$ cat config.mk
export PLATFORM = sky130hd
export DESIGN_NAME = if_fetch_unit
export DESIGN_NICKNAME = d
export VERILOG_FILES = /design/src/rtl/cpu_pkg.sv /design/src/rtl/if_fetch_unit_next_pc_calc.sv /design/src/rtl/if_fetch_unit.sv
export SDC_FILE = /design/constraint.sdc
export NUM_CORES = 1
export LEC_CHECK = 0
export BUFFER_PORTS_ARGS = -buffer_cell sky130_fd_sc_hd__buf_2
export CORE_UTILIZATION = 52
export CTS_CLUSTER_SIZE = 28
export DETAILED_ROUTE_END_ITERATION = 8
export HOLD_SLACK_MARGIN = 0.05
export PLACE_DENSITY = 0.95
export SLEW_MARGIN = 40
export SYNTH_ARGS = -nofsm -noshare
export SYNTH_HDL_FRONTEND = slang
export SYNTH_SLANG_ARGS = --single-unit
$ cat constraint.sdc
create_clock -name clk -period 5.23 [get_ports clk]
set_input_delay 1.3075 -clock clk [delete_from_list [all_inputs] [get_ports clk]]
set_output_delay 1.3075 -clock clk [all_outputs]
set_load 0.02 [all_outputs]
$ cat src/rtl/cpu_pkg.sv
// Shared CPU definitions: fetch FSM states, reset PC and field widths.
// Imported by the fetch stage and its next-PC helper.
package cpu_pkg;
  localparam int INSTR_W = 32;
  localparam int IMM_W = 16;
  localparam logic [31:0] RESET_PC_DEF = 32'h0000_3000;

  typedef enum logic [1:0] {
    RST,
    FETCH,
    HOLD,
    FAULT
  } fetch_state_e;
endpackage

$ cat src/rtl/if_fetch_unit_next_pc_calc.sv
// Next-PC priority mux: jr > jump > branch > sequential.
// All sums wrap modulo 2^32.
module next_pc_calc (
  input  logic [31:0] pc,
  input  logic        branch_taken,
  input  logic [31:0] branch_off32,
  input  logic        jump,
  input  logic [25:0] jump_index,
  input  logic        jr,
  input  logic [31:0] jr_target,
  output logic [31:0] pc_plus4,
  output logic [31:0] next_pc
);
  logic [31:0] br_tgt;
  logic [31:0] j_tgt;

  assign pc_plus4 = pc + 32'd4;
  assign br_tgt = pc_plus4 + (branch_off32 << 2);
  assign j_tgt = {pc_plus4[31:28], jump_index, 2'b00};

  always_comb begin
    next_pc = pc_plus4;
    if (jr) begin
      next_pc = jr_target;
    end else if (jump) begin
      next_pc = j_tgt;
    end else if (branch_taken) begin
      next_pc = br_tgt;
    end
  end
endmodule

$ cat src/rtl/if_fetch_unit.sv
// Instruction fetch stage: PC, instruction register, RST/FETCH/HOLD FSM.
// Define IF_ALIGN_CHECK_EN to add a sticky fetch_fault for misaligned jr.
import cpu_pkg::*;

module if_fetch_unit #(
  parameter logic [31:0] RESET_PC = RESET_PC_DEF,
  parameter int          ADDR_W = 32
) (
  input  logic               clk,
  input  logic               rst_n,
  output logic               imem_req,
  output logic [ADDR_W-1:0]  imem_addr,
  input  logic               imem_ready,
  input  logic [INSTR_W-1:0] imem_rdata,
  output logic [INSTR_W-1:0] instr,
  output logic               instr_valid,
  input  logic               instr_ack,
  output logic [IMM_W-1:0]   imm16,
  input  logic               branch_taken,
  input  logic [31:0]        branch_off32,
  input  logic               jump,
  input  logic [25:0]        jump_index,
  input  logic               jr,
  input  logic [31:0]        jr_target,
`ifdef IF_ALIGN_CHECK_EN
  output logic               fetch_fault,
`endif
  output logic [ADDR_W-1:0]  pc_out,
  output logic [ADDR_W-1:0]  pc_plus4
);
  fetch_state_e       state_q, state_d;
  logic [31:0]        pc_q, pc_d;
  logic [INSTR_W-1:0] instr_q, instr_d;
  logic               valid_q, valid_d;
  logic [31:0]        jr_tgt;
  logic [31:0]        next_pc;
  logic               jr_misaligned;

`ifdef IF_ALIGN_CHECK_EN
  logic fault_q, fault_d;
  assign jr_tgt = jr_target;
  assign jr_misaligned = jr && (jr_target[1:0] != 2'b00);
  assign fetch_fault = fault_q;
`else
  assign jr_tgt = jr_target & 32'hFFFF_FFFC;
  assign jr_misaligned = 1'b0;
`endif

  next_pc_calc u_next_pc (
    .pc           (pc_q),
    .branch_taken (branch_taken),
    .branch_off32 (branch_off32),
    .jump         (jump),
    .jump_index   (jump_index),
    .jr           (jr),
    .jr_target    (jr_tgt),
    .pc_plus4     (pc_plus4),
    .next_pc      (next_pc)
  );

  always_comb begin
    state_d = state_q;
    pc_d = pc_q;
    instr_d = instr_q;
    valid_d = valid_q;
`ifdef IF_ALIGN_CHECK_EN
    fault_d = fault_q;
`endif
    unique case (state_q)
      RST: state_d = FETCH;
      FETCH: begin
        if (imem_ready) begin
          instr_d = imem_rdata;
          valid_d = 1'b1;
          state_d = HOLD;
        end
      end
      HOLD: begin
        if (instr_ack) begin
          valid_d = 1'b0;
          if (jr_misaligned) begin
            state_d = FAULT;
`ifdef IF_ALIGN_CHECK_EN
            fault_d = 1'b1;
`endif
          end else begin
            pc_d = next_pc;
            state_d = FETCH;
          end
        end
      end
      FAULT: state_d = FAULT;
      default: state_d = RST;
    endcase
  end

  always_ff @(posedge clk) begin
    if (!rst_n) begin
      state_q <= RST;
      pc_q <= RESET_PC;
      instr_q <= '0;
      valid_q <= 1'b0;
`ifdef IF_ALIGN_CHECK_EN
      fault_q <= 1'b0;
`endif
    end else begin
      state_q <= state_d;
      pc_q <= pc_d;
      instr_q <= instr_d;
      valid_q <= valid_d;
`ifdef IF_ALIGN_CHECK_EN
      fault_q <= fault_d;
`endif
    end
  end

  assign imem_req = (state_q == FETCH);
  assign imem_addr = pc_q;
  assign instr = instr_q;
  assign instr_valid = valid_q;
  assign imm16 = instr_q[IMM_W-1:0];
  assign pc_out = pc_q;
endmodule

After elaboration in Yosys (flattened, before gate mapping)
Cells that the tools add are included.
- memory bits (writable): 0
- bits of input ports: 129
- ROM bits: 0
- logic and storage cells: 26
- bits in registers: 67
- latch bits: 0
- memories: 0
- output and inout bits: 146
- bitwise gates (word level): 0
- $mul: 0
- magnitude comparators: 0
- reduce and logical (&&, ||, !) cells: 6
- eq/ne operators: 5
- divide/modulo/power cells: 0
- muxes and demuxes: 9
- $add $sub $neg: 2
- shift-type cells: 0
- operator list (operator ; number):
    32-bit 2-to-1 mux ; 3
    32-bit by 3-bit adder with 32-bit output, second input constant ; 1
    32-bit adder ; 1
    2-bit one-hot mux with 4 select lines ; 1
    2-bit AND reduction ; 3
    2-bit equality test, second input constant ; 2
    2-bit 2-to-1 mux ; 2
    3-bit AND reduction ; 1
    2-bit by 1-bit equality test with 1-bit output, second input constant ; 1
    2-bit zero test ; 1
    1-bit 2-to-1 mux ; 2
    2-bit by 1-bit != test with 1-bit output, second input constant ; 1
    2-bit != test, second input constant ; 1
    1-bit one-hot mux with 2 select lines ; 1
    2-bit nonzero test ; 1

Depth between registers and ports, before layout
- depth after elaboration: 5
- mapped depth: 15
- gate-level depth less buffers: 14

Cells and area by module
A second synthesis with hierarchy kept.
- cell total of the unflattened synthesis: 793
- area total of the unflattened synthesis: 5834.3 sq um
- modules (own cells, without submodules) (module ; area an instance (sq um) ; cells an instance ; seq. area each (sq um) ; instances):
    next_pc_calc ; 2969.1 ; 447 ; 0.0 ; 1
    if_fetch_unit ; 2865.2 ; 346 ; 1341.3 ; 1

Worst setup path after synthesis
Ideal clock, no wire load.
- path type: reg2reg
- start: register pc_q[2], in the netlist imem_addr[2]
- end: register pc_q[21], in the netlist imem_addr[21]
- buffers on the path: 1
- cell stages (with the launch flop): 15
- path slack: 1362 ps
- data required time: 5172 ps
- data arrival time: 3809 ps
- library setup time: 58 ps
- path through: dfxtp_1 ha_1 and4_2 and2_1 and4_1 xor2_1 ha_1 buf_2 a21oi_1 o21ai_0 a311oi_2 o21bai_1 xnor2_1 a2111oi_0 o21a_1
- word-level cells in the longest chain between the ends: 5
- RTL lines (item ; line ; RTL):
    from (decl) ; if_fetch_unit.sv:32 ; logic [31:0] pc_q, pc_d;
    from (signal assigned) ; if_fetch_unit.sv:108 ; pc_q <= pc_d;
    32-bit by 3-bit adder with 32-bit output ; if_fetch_unit_next_pc_calc.sv:17 ; assign pc_plus4 = pc + 32'd4;
    via pc_plus4[14] ; if_fetch_unit.sv:29 ; output logic [ADDR_W-1:0] pc_plus4
    32-bit adder ; if_fetch_unit_next_pc_calc.sv:18 ; assign br_tgt = pc_plus4 + (branch_off32 << 2);
    32-bit 2-to-1 mux ; if_fetch_unit_next_pc_calc.sv:27 ; end else if (branch_taken) begin
    32-bit 2-to-1 mux ; if_fetch_unit_next_pc_calc.sv:25 ; end else if (jump) begin
    32-bit 2-to-1 mux ; if_fetch_unit_next_pc_calc.sv:23 ; if (jr) begin
The timed path passes the listed nets, and every way through them passes these cells.
A chain may end at the register's enable or synchronous reset.

Worst setup path in the final report
- start: register pc_q[2], in the netlist imem_addr[2]
- end: register pc_q[21], in the netlist imem_addr[21]
- word-level cells in the longest chain between the ends: 5
- RTL lines (item ; line):
    32-bit by 3-bit adder with 32-bit output (*) ; if_fetch_unit_next_pc_calc.sv:17
    32-bit adder ; if_fetch_unit_next_pc_calc.sv:18
    32-bit 2-to-1 mux (*) ; if_fetch_unit_next_pc_calc.sv:27
    32-bit 2-to-1 mux (*) ; if_fetch_unit_next_pc_calc.sv:25
    32-bit 2-to-1 mux (*) ; if_fetch_unit_next_pc_calc.sv:23
Every way passes the cells marked *; elsewhere a longest branch is shown, timed or not.

==> results <==
- The signal on the critical path passes through ha_1 > and4_2 > and2_1 > and4_1 > xor2_1 > ha_1 > a21oi_1 > o21ai_0 > a311oi_2 > o21bai_1 > xnor2_1 > a2111oi_0 > o21a_1.
- The net switching power of the design is 547 uW.
- Setup repair after global routing left no endpoint under its margin.
- The cell area after synthesis is 5920 um^2.
- The maximum operating frequency is 0.242 GHz.
- The count of buffering cells on the critical path with inverters included is 0.
- In the final design database the tool counted 1153 nets.
- In this run the post-CTS setup repair buffer count came out at 0.
- Counting cells, the worst reg-to-reg path comes to 13.
- In this run the core area contains 38 standard-cell rows.
- After clock tree synthesis, the clock-pin slew on the worst setup and hold paths is 0.06 ns.
- TritonCTS built the clock tree.
- The critical path startpoint category is a flip-flop.
- After routing the design area is 7210 um^2.
- In this run the tool buffered the top-level ports with 264 buffer cells.
- The number of antenna violations at the first check in global routing is 1.
- The kind of critical path is reg2reg.
- For this run, design rule violations remaining after detail routing come to 0.
- The congestion estimate from routability-driven global placement came to 0.966.
- In the finished design, the share of the clock period the worst path needs comes to 78.9%.
- In this run the deepest clock path goes through 2 buffers.
- The clock tree synthesis step divided the H-tree into 3 levels.
- The min-delay analysis places its worst path in the category reg2reg.
- The mean post-synth cell area is 7.43 um^2.
- The clock network accounts for 40.1% of the total power.
- The sequential-to-total area share from yosys stat is 22.0%.
- The origin of the critical flop-to-flop path is imem_addr[2].
- The distinct cell type count after synthesis is 85.
- For this block, the routed nets add up to 20400 um of wire.
- The startpoint identified for the worst hold timing path is instr[19].
- The number of maximum-capacitance constraint violations is 0.
- In this design, the stage delay of the slowest critical-path cell is 0.46 ns.
- Counting instances, the worst hold path has a depth of 2.
- Global routing consumed, over all layers together, 33.6% of the routing resources.
- Net switching is 34.2% of the power.
- Of the total power, combinational logic draws 26.1%.
- The endpoint identified for the worst register-to-register timing path is imem_addr[21].
- After the first detailed-routing iteration, the DRC count stood at 506.
- The source-to-sink clock delay at the later pin of the worst-skew pair is 0.34 ns.
- The worst-path maximum fanout is 7.
- Once detail routing completed, the nets flagged for antenna violations numbered 0.
- The placed wire-length estimate is 15300 um.
- For this design, the slowest cell found on the critical path is sky130_fd_sc_hd__dfxtp_1.
- The final-report hold violation count was 0.
- The antenna diode instance count is 0.
- The share of synthesized flip-flops with an asynchronous set or reset is 0%.
- The clock root buffer is sky130_fd_sc_hd__clkbuf_16.
- Buffers inserted to repair hold after CTS numbered 0.
- Pin placement for this block handled 275 I/O pins.
- The worst pin sits at a relative slew slack of 43.2%.
- The clock arrives with 0.00839 ns of skew.
- The finished layout holds 1132 standard cells, fillers aside.
- The via count of the first global-routing pass was 6063.
- The die is 109 um wide.
- The end point of the worst hold path is instr[19].
- The floorplan step set the die height to 109 um.
- Leaving out fill and tap cells, the most frequent cell in the layout is sky130_fd_sc_hd__buf_2.
- Once the clock tree was built, the resizer swapped 0 gates to a different size.
- The area growth from synthesis to layout is 21.7%.
- The maximum number of pins on one net before global-route repair is 41.
- The slew of the pin with the lowest slew margin is 0.851 ns.
- The flow ran to the end, and the final reports show no timing, DRC or antenna violations.
- The TritonCTS buffer count is 9.
- In this design, the critical path's most frequently occurring cell is sky130_fd_sc_hd__ha_1.
- The library cells used most frequently in the layout, excluding fill and tap cells, are 264 x sky130_fd_sc_hd__buf_2, 129 x sky130_fd_sc_hd__nand2_1, 77 x sky130_fd_sc_hd__a21oi_1.
- For this run, the leading register cell type out of synthesis is sky130_fd_sc_hd__dfxtp_1.
- The setup slack of the most critical reg-to-reg path is 1.10 ns.
- The capturing element type of the critical path is a flip-flop.
- In this run the power density over the cells is 222 nW/um^2.
- In this run, flip-flops and latches consume 33.8% of the power.
- The die area is 11800 um^2.
- Counting tap cells, the placed design contains a total of 1116 instances.
- The number of slew-limit violations in the final report is 0.
- The number of search-and-repair iterations in the first detailed-routing pass is 6.
- VDD sags by at most 0.170 mV.
- The initial cell density of the core is 53.9%.
- The ratio of routed vias to standard cells is 6.00.
- The internal power is 1.05 mW.
- The via total after detailed routing is 6791.
- Counting flops with a built-in enable in the synthesized netlist gives 0.
- The worst path needs 4.13 ns of the cycle, external delays included.
- At the worst endpoint, the required time is 5.51 ns.
- Synthesis inferred 65 register bits.
- In this run the standard cell core region covers 11000 um^2.
- The final global-route overflow total is 0.
- For the final routed database, the setup TNS stands at 0 ns.
- The first global-routing pass estimated 30500 um of wire.
- For the worst setup path, the data arrival time is 4.41 ns.
- Setup violations remaining at the end of the flow were counted as 0.
- The number of instances in the synthesized netlist is 797.
- CTS saw 65 sinks.
- Summed over all cells, the static leakage comes to 3.57 nW.
- Dividing the detail-routed wire length by the instance count gives 18.0 um.
- The fraction of final layout cells sized beyond drive strength 1 is 32.0%.
- The cell family contributing the most delay on the critical path is compound AO/OA/AOI/OAI gates.
- Yosys printed 0 warnings.
- In this run the cell area measured after placement is 6900 um^2.
[kinds of logic after synthesis]
kind of cell	count (synthesis)	share of synthesized area, %
compound gates	243	27.1
xor+xnor	46	7.06
fa+ha+maj	37	7.94
buf+inv	107	10.5
flops	65	22.0
mux	11	1.88
other cells	1	0.0633
simple gates	287	23.5
[metrics by stage]
step | setup slack [ns] | hold WS, ns | power (mW) | utilization, %
2_1_floorplan | 1.36 | 0.484 | 0.834 | -
3_3_place_gp | 1.17 | 0.440 | 0.951 | 62.8
3_5_place_dp | 1.14 | 0.443 | 0.958 | 62.8
4_1_cts | 1.15 | 0.451 | 1.60 | 65.6
5_1_grt | 0.851 | 0.468 | 1.66 | 65.6
6_report | 1.10 | 0.451 | 1.60 | 65.6
[registers in the layout, summed over array words and instances, names as in the netlist]
| name | flops |
|---|---|
| instr_valid | 1 |
| state_q | 2 |
| instr | 32 |
| imem_addr | 30 |
[worst min-delay path, delay by kind of cell, from the launching register on]
kind / cells / cell delay (ns)
flops: 1 / 0.31
simple gates: 1 / 0.05
compound gates: 1 / 0.05
[synthesized netlist by cell type, drive strengths merged (10+ instances only)]
library cell | instances | area, um^2
ha | 36 | 450
clkbuf | 30 | 113
nand2 | 132 | 505
nand3 | 25 | 135
o21ai | 50 | 250
mux2i | 10 | 100
inv | 12 | 45.0
o211ai | 13 | 97.6
xnor2 | 27 | 244
buf | 64 | 460
xor2 | 19 | 174
nor3 | 15 | 80.1
a21o | 13 | 97.6
a211oi | 10 | 75.1
dfxtp | 65 | 1300
a21oi | 78 | 394
nor2 | 53 | 206
[layout make-up]
type / count / area (um^2)
Fill cell: 959 / 3770
Clock inverter: 7 / 83.8
Multi-Input combinational cell: 630 / 4020
Timing Repair Buffer: 268 / 1350
Sequential cell: 65 / 1300
Inverter: 13 / 48.8
Tap cell: 140 / 175
Clock buffer: 9 / 225
[layer usage]
| metal | GRT usage, % | vias up | wire [um] |
|---|---|---|---|
| li1 | - | 3193 | - |
| met1 | 40.7 | 3107 | 7850 |
| met2 | 56.1 | 426 | 9680 |
| met3 | 7.59 | 65 | 2180 |
| met4 | 15.9 | 0 | 713 |
| met5 | 0 | - | 0 |
[power by group through the flow]
| stage | Clock (mW) | Combinational, mW | Sequential (mW) |
|---|---|---|---|
| after global placement | 0 | 0.402 | 0.549 |
| after detailed placement | 0 | 0.408 | 0.550 |
| final | 0.641 | 0.417 | 0.540 |
| after floorplan | 0 | 0.264 | 0.570 |
| after global routing | 0.666 | 0.452 | 0.543 |
| after CTS | 0.647 | 0.411 | 0.539 |
[how the worst max path moves through the flow]
| stage | from | endpoint | slack, ns | cells after the start |
|---|---|---|---|---|
| after global placement | branch_off32[0] | imem_addr[30] | 1.17 | 11 |
| final | imem_addr[2] | imem_addr[21] | 1.10 | 13 |
| after detailed placement | branch_off32[0] | imem_addr[30] | 1.14 | 11 |
| after global routing | imem_addr[2] | imem_addr[21] | 0.85 | 13 |
| after floorplan | imem_addr[2] | imem_addr[21] | 1.36 | 14 |
| after CTS | imem_addr[2] | imem_addr[21] | 1.15 | 13 |
No activity file was read; power rests on OpenSTA's default activity.
